--- config.mk ---
export PLATFORM = sky130hd
export DESIGN_NAME = cs_subtractor_seq
export DESIGN_NICKNAME = d
export VERILOG_FILES = /design/src/rtl/cs_subtractor_seq.sv
export SDC_FILE = /design/constraint.sdc
export NUM_CORES = 1
export LEC_CHECK = 0
export CAP_MARGIN = 20
export CORE_MARGIN = 5
export CORE_UTILIZATION = 55
export DETAILED_ROUTE_END_ITERATION = 8
export PLACE_DENSITY = 0.83
export REMOVE_ABC_BUFFERS = 1
export SKIP_LAST_GASP = 1
export SYNTH_ARGS = -nofsm -noshare
export SYNTH_HDL_FRONTEND = slang
export SYNTH_SLANG_ARGS = --single-unit
--- constraint.sdc ---
create_clock -name clk -period 6.15 [get_ports clk]
set_clock_uncertainty 0.1 [all_clocks]
set_input_delay 1.5375 -clock clk [delete_from_list [all_inputs] [get_ports clk]]
set_output_delay 1.5375 -clock clk [all_outputs]
set_load 0.03 [all_outputs]
--- src/rtl/cs_subtractor_seq.sv ---
// Sequential WIDTH-bit subtractor: one 4-bit carry-select (borrow form) slice per clock,
// LSB slice first, with borrow-out and two's-complement overflow reported on a done pulse.
module cs_subtractor_seq #(
  parameter int unsigned WIDTH = 16
) (
  input  logic             clk,
  input  logic             rst_n,
  input  logic             start,
  input  logic [WIDTH-1:0] A,
  input  logic [WIDTH-1:0] B,
  input  logic             bin,
  output logic [WIDTH-1:0] D,
  output logic             bout,
  output logic             ovf,
  output logic             busy,
  output logic             done
);

  localparam int unsigned NSLICE = WIDTH / 4;
  localparam int unsigned IW     = $clog2(NSLICE + 1);

  typedef enum logic [1:0] {
    S_IDLE = 2'd0,
    S_RUN  = 2'd1,
    S_DONE = 2'd2
  } state_t;

  state_t           r_state;
  logic [WIDTH-1:0] r_a;
  logic [WIDTH-1:0] r_b;
  logic [IW-1:0]    r_idx;
  logic             r_borrow;
  logic [WIDTH-1:0] r_d;
  logic             r_bout;
  logic             r_ovf;
  logic             r_busy;
  logic             r_done;

  logic [3:0]       w_a_sl;
  logic [3:0]       w_b_sl;
  logic [4:0]       w_diff0;
  logic [4:0]       w_diff1;
  logic [4:0]       w_sel;
  logic             w_last;

  // Both borrow-in hypotheses are computed for the current slice, then picked by the running borrow.
  always_comb begin
    w_a_sl = '0;
    w_b_sl = '0;
    for (int s = 0; s < int'(NSLICE); s++) begin
      if (r_idx == IW'(s)) begin
        w_a_sl = r_a[4*s +: 4];
        w_b_sl = r_b[4*s +: 4];
      end
    end
    w_diff0 = {1'b0, w_a_sl} - {1'b0, w_b_sl};
    w_diff1 = {1'b0, w_a_sl} - {1'b0, w_b_sl} - 5'd1;
    w_sel   = r_borrow ? w_diff1 : w_diff0;
    w_last  = (r_idx == IW'(NSLICE - 1));
  end

  always_ff @(posedge clk or negedge rst_n) begin
    if (!rst_n) begin
      r_state  <= S_IDLE;
      r_a      <= '0;
      r_b      <= '0;
      r_idx    <= '0;
      r_borrow <= 1'b0;
      r_d      <= '0;
      r_bout   <= 1'b0;
      r_ovf    <= 1'b0;
      r_busy   <= 1'b0;
      r_done   <= 1'b0;
    end else begin
      case (r_state)
        S_IDLE: begin
          r_done <= 1'b0;
          if (start) begin
            r_a      <= A;
            r_b      <= B;
            r_borrow <= bin;
            r_idx    <= '0;
            r_busy   <= 1'b1;
            r_state  <= S_RUN;
          end
        end
        S_RUN: begin
          for (int s = 0; s < int'(NSLICE); s++) begin
            if (r_idx == IW'(s)) r_d[4*s +: 4] <= w_sel[3:0];
          end
          r_borrow <= w_sel[4];
          r_idx    <= r_idx + IW'(1);
          // Final slice: its top bit is the result sign used for overflow.
          if (w_last) begin
            r_bout  <= w_sel[4];
            r_ovf   <= (r_a[WIDTH-1] != r_b[WIDTH-1]) && (w_sel[3] != r_a[WIDTH-1]);
            r_done  <= 1'b1;
            r_state <= S_DONE;
          end
        end
        S_DONE: begin
          r_done  <= 1'b0;
          r_busy  <= 1'b0;
          r_state <= S_IDLE;
        end
        default: begin
          r_done  <= 1'b0;
          r_busy  <= 1'b0;
          r_state <= S_IDLE;
        end
      endcase
    end
  end

  assign D    = r_d;
  assign bout = r_bout;
  assign ovf  = r_ovf;
  assign busy = r_busy;
  assign done = r_done;

endmodule

==> flow_summary.json, run 1 <==
{
  "wl_per_cell_um": 14.22,
  "synthTopCellsByCount": "58 x dfrtp_1, 39 x nand2_1, 24 x o21ai_0",
  "post_cts_resized": 0,
  "avgSynthCellArea_um2": 10.86,
  "die_w_um": 81.12,
  "async_flop_share_pct": 100.0,
  "arrival_ps": 3630,
  "ys_ff_latch": 58,
  "ctsHoldBuffers": 0,
  "grt_use_met2_pct": 30.38,
  "die-height_um": 81.12,
  "port_buffers": 55,
  "crit_type": "reg -> reg",
  "cts_sinks": 58,
  "yosys_warnings": 0,
  "yosys.cell_count.top_type": "dfrtp_1",
  "fin_setup_tns_ps": 0,
  "fin_nets": 360,
  "crit_path_end_kind": "register",
  "start_kind": "register",
  "synth_top_flop_cell": "dfrtp_1",
  "worst_slew_pin_slew_ps": 698.2,
  "first_pass_iters": 6,
  "grt_pass1_vias": 1995,
  "synthDistinctLibCells": 37,
  "wirelength_um": 5460,
  "setup_viol": 0,
  "core-area_um2": 4817,
  "maxCapViolations": 0,
  "start_util_pct": 57.74,
  "place.gp.congestion": 0.7945,
  "clkLatencyLatePin_ps": 330,
  "synth-seq-area-share_pct": 52.18,
  "vias": 2051,
  "synthCells": 256,
  "die_area_um2": 6580,
  "synth_top_area_share_pct": 52.18,
  "area_growth_pct": 28.52,
  "outcome": "finished clean",
  "cts-root-buf": "clkbuf_8",
  "vias_per_cell": 5.341,
  "cts_tree": "done",
  "path_max_fanout": 12,
  "grt_pass1_wl_um": 9404,
  "rsz0062_at_grt": "no",
  "drive_gt1_share_pct": 11.04,
  "hold_viol": 0,
  "synth_top_cell_by_area": "dfrtp_1",
  "clk_pin_slew_ps": 60,
  "met3_usage_pct": 6.652,
  "grt.busiest_layer": "met2",
  "antenna_found_initial": 0,
  "antenna_left": 0,
  "relSlewSlack_pct": 53.45,
  "drv_slew": 0,
  "numCtsBuffers": 9,
  "cts_setup_buffers": 0,
  "grt_max_degree": 59,
  "cts.path.max_buffers": 2,
  "hpwlAfterDp_um": 3849,
  "antennaDiodeCount": 0,
  "syn_area_um2": 2781,
  "use_met1_pct": 23.58,
  "drc": 0,
  "grt-ovfl-total": 0,
  "fp-row-count": 25,
  "htree_levels": 3,
  "fmax_mhz": 286.7,
  "synth.area.top_cells": "dfrtp_1 52%, mux2_1 9.3%, nand2_1 5.3%",
  "fillCellCount": 362,
  "hold_class": "reg -> reg",
  "drt_iter0_drc": 106,
  "period_needed_ps": 3488,
  "io_pins": 56,
  "fin_crit_sh_pct": 56.72,
  "synth_edf_count": 0,
  "crit_required_ps": 6290,
  "grt_usage_pct": 18.95
}
-- cells by family after synthesis --
kind of cell,after synthesis,share of synthesized area [%]
and+or+nand+nor,72,11.43
xor gates and xnor gates,4,1.530
muxes,35,14.13
DFF,58,52.18
buffers and inverters,19,2.744
adders and majority gates,11,5.218
AOI/OAI and AO/OA,57,12.78
-- area by class of cell --
cell class,count,area [µm²],area share [%]
inverters,8,30.03,0.8400
clock buffers,13,178.9,5.005
multi-input cells,179,1260,35.25
clock inverters,2,10.01,0.2800
repair buffers,57,560.5,15.68
well taps,67,83.83,2.345
flip-flops and latches,58,1451,40.60
-- final timing paths --
check / from / endpoint / slack, ps / depth (start not counted)
max: r_idx[0]$_DFFE_PN0P_ / ovf$_DFFE_PN0P_ / 2660 / 12
min reg2reg: D[6]$_DFFE_PN0P_ / D[6]$_DFFE_PN0P_ / 380 / 2
max in group asynchronous: rst_n / r_b[10]$_DFFE_PN0P_ / 4260 / 2
min: D[6]$_DFFE_PN0P_ / D[6]$_DFFE_PN0P_ / 380 / 2
max reg2reg: r_idx[0]$_DFFE_PN0P_ / ovf$_DFFE_PN0P_ / 2660 / 12
min in group asynchronous: rst_n / busy$_DFFE_PN0P_ / 1240 / 2
-- per-stage QoR --
step | cell area, µm² | instances | util [%] | hold WS (ps) | worst slack [ps]
floorplan | 2735 | 245 | - | 358.0 | 2612
detailed placement | 3386 | 369 | 70.29 | 369.3 | 2664
global route | 3575 | 384 | 74.21 | 416.1 | 2343
CTS | 3575 | 384 | 74.21 | 382.8 | 2659
finish | 3575 | 384 | 74.21 | 376.2 | 2662
global placement | 3386 | 369 | 70.29 | 361.6 | 2776
-- registers in the layout, indices dropped and copies added, names as in the netlist --
signal	cells
done	1
r_state	2
r_idx	3
r_b	16
r_borrow	1
D	16
ovf	1
busy	1
r_a	16
bout	1
-- worst max-delay path, cell delays in order (launching register included) --
cell	delay [ps]
dfrtp_1	420
ha_1	210
ha_1	320
nor2_1	440
a22o_1	210
ha_1	150
inv_1	50
fa_1	420
xnor2_2	290
nand4_1	120
mux2_2	300
o21a_4	140
o311ai_2	240
-- routing by layer --
metal | share of wire, % | up-vias
li1 | - | 1006
met1 | 43 | 972
met2 | 48 | 66
met3 | 7.1 | 7
met4 | 1.4 | 0
met5 | 0 | -
-- cells in the final DEF (no fill, tap or decap), types with 2 or more instances in the layout --
cell type | synthesis | routed
o21ai_1 | 4 | 4
dfrtp_1 | 58 | 58
o21ai_0 | 24 | 24
nor2_1 | 17 | 17
a22oi_1 | 4 | 4
clkbuf_8 | 0 | 13
inv_1 | 7 | 7
nand3_1 | 4 | 4
ha_1 | 10 | 10
mux2_1 | 23 | 23
xor2_1 | 2 | 2
a22o_1 | 5 | 5
nand2_1 | 39 | 39
mux2_2 | 11 | 11
a21oi_1 | 11 | 11
nand2b_1 | 4 | 4
clkinv_2 | 0 | 2
buf_4 | 0 | 2
clkdlybuf4s50_1 | 0 | 54
o211ai_1 | 2 | 2
a21o_1 | 2 | 2
Power of run 1 is not shown: default switching activity piles up to over one toggle a cycle in this logic, so the estimate is an artifact.
==> run 2: changes to the inputs <==
--- a/config.mk
+++ b/config.mk
@@ -7,9 +7,9 @@
 export LEC_CHECK = 0
 export CAP_MARGIN = 20
 export CORE_MARGIN = 5
-export CORE_UTILIZATION = 55
+export CORE_UTILIZATION = 46
 export DETAILED_ROUTE_END_ITERATION = 8
-export PLACE_DENSITY = 0.83
+export PLACE_DENSITY = 0.73
 export REMOVE_ABC_BUFFERS = 1
 export SKIP_LAST_GASP = 1
 export SYNTH_ARGS = -nofsm -noshare
==> constraint.sdc (replaced) <==
create_clock -name clk -period 3.2 [get_ports clk]
set_clock_uncertainty 0.1 [all_clocks]
set_input_delay 0.8 -clock clk [delete_from_list [all_inputs] [get_ports clk]]
set_output_delay 0.8 -clock clk [all_outputs]
set_load 0.03 [all_outputs]
==> run 2 against run 1 <==
  * Global-route usage shrank 2.7 points
  * Sequential cell count is the same
  * Non-clock buffer count grew 15
  * Sequential share of layout area shrank 2.5 points
  * Critical path depth grew 2
  * Register-to-register slack lost 2600 ps
  * First-iteration DRC count shrank 55%
  * Die area grew 17%
  * Fmax grew 12%
  * Clock-buffer cell count shrank 2
  * Worst hold slack lost 67 ps
  * Cell area grew 6.8%
  * Critical path type unchanged
  * Largest cell class unchanged
  * Highest routed layer unchanged
==> flow_summary.json, run 2 (synthesized netlist as in run 1, its figures left out) <==
{
  "path_max_fanout": 5,
  "seq_area_um2": 1453,
  "fin_cells": 408,
  "drt_iter0_drc": 48,
  "core-area_um2": 5886,
  "die_w_um": 87.76,
  "grt_pass1_vias": 2053,
  "vias_per_cell": 5.152,
  "setup_viol": 0,
  "rr_endpoint": "ovf$_DFFE_PN0P_",
  "r2r_cells": 14,
  "area_growth_pct": 37.20,
  "slowest_stage": "fa_2",
  "worst_slew_pin_slew_ps": 474.4,
  "path_buf_inv": 3,
  "crit_top_cell": "inv_2",
  "r2r_setup_slack_ps": 90,
  "grt_use_met2_pct": 25.41,
  "final_common_cell": "dfrtp_1",
  "layout_common_cells": "57 x dfrtp_1, 54 x clkdlybuf4s50_1, 39 x nand2_1",
  "use_met1_pct": 20.98,
  "cp_num_cells": 14,
  "wl_per_cell_um": 14.30,
  "grt.busiest_layer": "met2",
  "hold_class": "in -> async",
  "first_pass_iters": 4,
  "hpwlAfterDp_um": 4338,
  "relSlewSlack_pct": 68.37,
  "clkLatencyLatePin_ps": 340,
  "critPathMaxStageDelay_ps": 430,
  "start_kind": "register",
  "fp-row-count": 28,
  "fin_crit_sh_pct": 97.20,
  "wirelength_um": 5836,
  "fillCellCount": 464,
  "grt_usage_pct": 16.27,
  "drc": 0,
  "met3_usage_pct": 5.174,
  "die_area_um2": 7702,
  "setup_ws_ps": 89.47,
  "maxCapViolations": 0,
  "drive_gt1_share_pct": 20.42,
  "numCtsBuffers": 9,
  "antennaDiodeCount": 0,
  "io_pins": 56,
  "cts.path.max_buffers": 2,
  "multiInputGateArea_um2": 1359,
  "place.gp.congestion": 0.8049,
  "fin_util_pct": 64.84,
  "port_buffers": 55,
  "r2r-start": "r_idx[1]$_DFFE_PN0P_",
  "cts_sinks": 58,
  "clk_pin_slew_ps": 70,
  "die-height_um": 87.76,
  "fmax_mhz": 321.5,
  "cts_tree": "done",
  "dp_slack_ps": -71.11,
  "cts-root-buf": "clkbuf_8",
  "drv_slew": 0,
  "grt_max_degree": 34,
  "period_needed_ps": 3111,
  "grt_pass1_wl_um": 9584,
  "outcome": "finished clean",
  "crit_required_ps": 3340,
  "antenna_left": 0,
  "cp_cell_sequence": "inv_2, ha_4, buf_4, a21oi_2, o21ai_0, a22oi_1, ha_2, inv_2, fa_2, xnor2_4, nand4b_1, mux2_4, o21a_4, o311ai_4",
  "cpLargestDelayFamily": "adder cells",
  "antenna_found_initial": 0,
  "crit_path_end_kind": "register",
  "crit_type": "reg -> reg",
  "fin_nets": 375,
  "htree_levels": 3,
  "hold_viol": 0,
  "arrival_ps": 3250,
  "vias": 2102,
  "grt-ovfl-total": 0,
  "start_util_pct": 47.26,
  "place_inst": 385
}
run 2: cell types whose count changed in the layout (fill, tap and decap cells not counted), sizes merged:
cell      change
buf          +15
bufinv        +1
clkbuf        -2
clkinv        +1
clkinvlp      +1
run 2: per-stage QoR:
stage / TNS (ps) / instance area [µm²] / hold slack (ps)
floorplan: 0 / 2735 / 358.0
global placement: 0 / 3456 / 361.2
detailed placement: -71.11 / 3456 / 368.5
CTS: 0 / 3667 / 313.1
global route: -97.35 / 3816 / 339.8
finish: 0 / 3816 / 308.7
run 2: worst max-delay path by stage:
stage                     slack, ps               to            startpoint
final                            90  ovf$_DFFE_PN0P_  r_idx[1]$_DFFE_PN0P_
after global routing            -50  ovf$_DFFE_PN0P_  r_idx[0]$_DFFE_PN0P_
after CTS                         5  ovf$_DFFE_PN0P_  r_idx[0]$_DFFE_PN0P_
after detailed placement        -70  ovf$_DFFE_PN0P_  r_idx[0]$_DFFE_PN0P_
after global placement           90  ovf$_DFFE_PN0P_  r_idx[0]$_DFFE_PN0P_
after floorplan                   9  ovf$_DFFE_PN0P_  r_idx[0]$_DFFE_PN0P_
run 2: per-layer routing:
metal | part of all wire (%) | vias to the layer above
li1 | - | 1033
met1 | 45 | 1003
met2 | 47 | 56
met5 | 0 | -
met4 | 1.8 | 0
met3 | 6.5 | 10
run 2: cell type report:
cell class                 count  share of cell area [%]
timing repair buffer          72                   17.74
multi-input combinational    179                   35.61
clock buffer                  11                   3.967
sequential                    58                   38.07
clock inverter                 5                   1.377
tap                           75                   2.459
inverter                       8                  0.7869
run 2: timing repair:
item / 4_1_cts / 5_1_grt
gates resized for setup: 3 / 26
hold buffers: 0 / 0
gates cloned: 0 / 0
buffers inserted: 0 / 7
setup endpoints to repair: 2 / 11
pin swaps: 1 / 10
Power of run 2 is left out for the same reason.
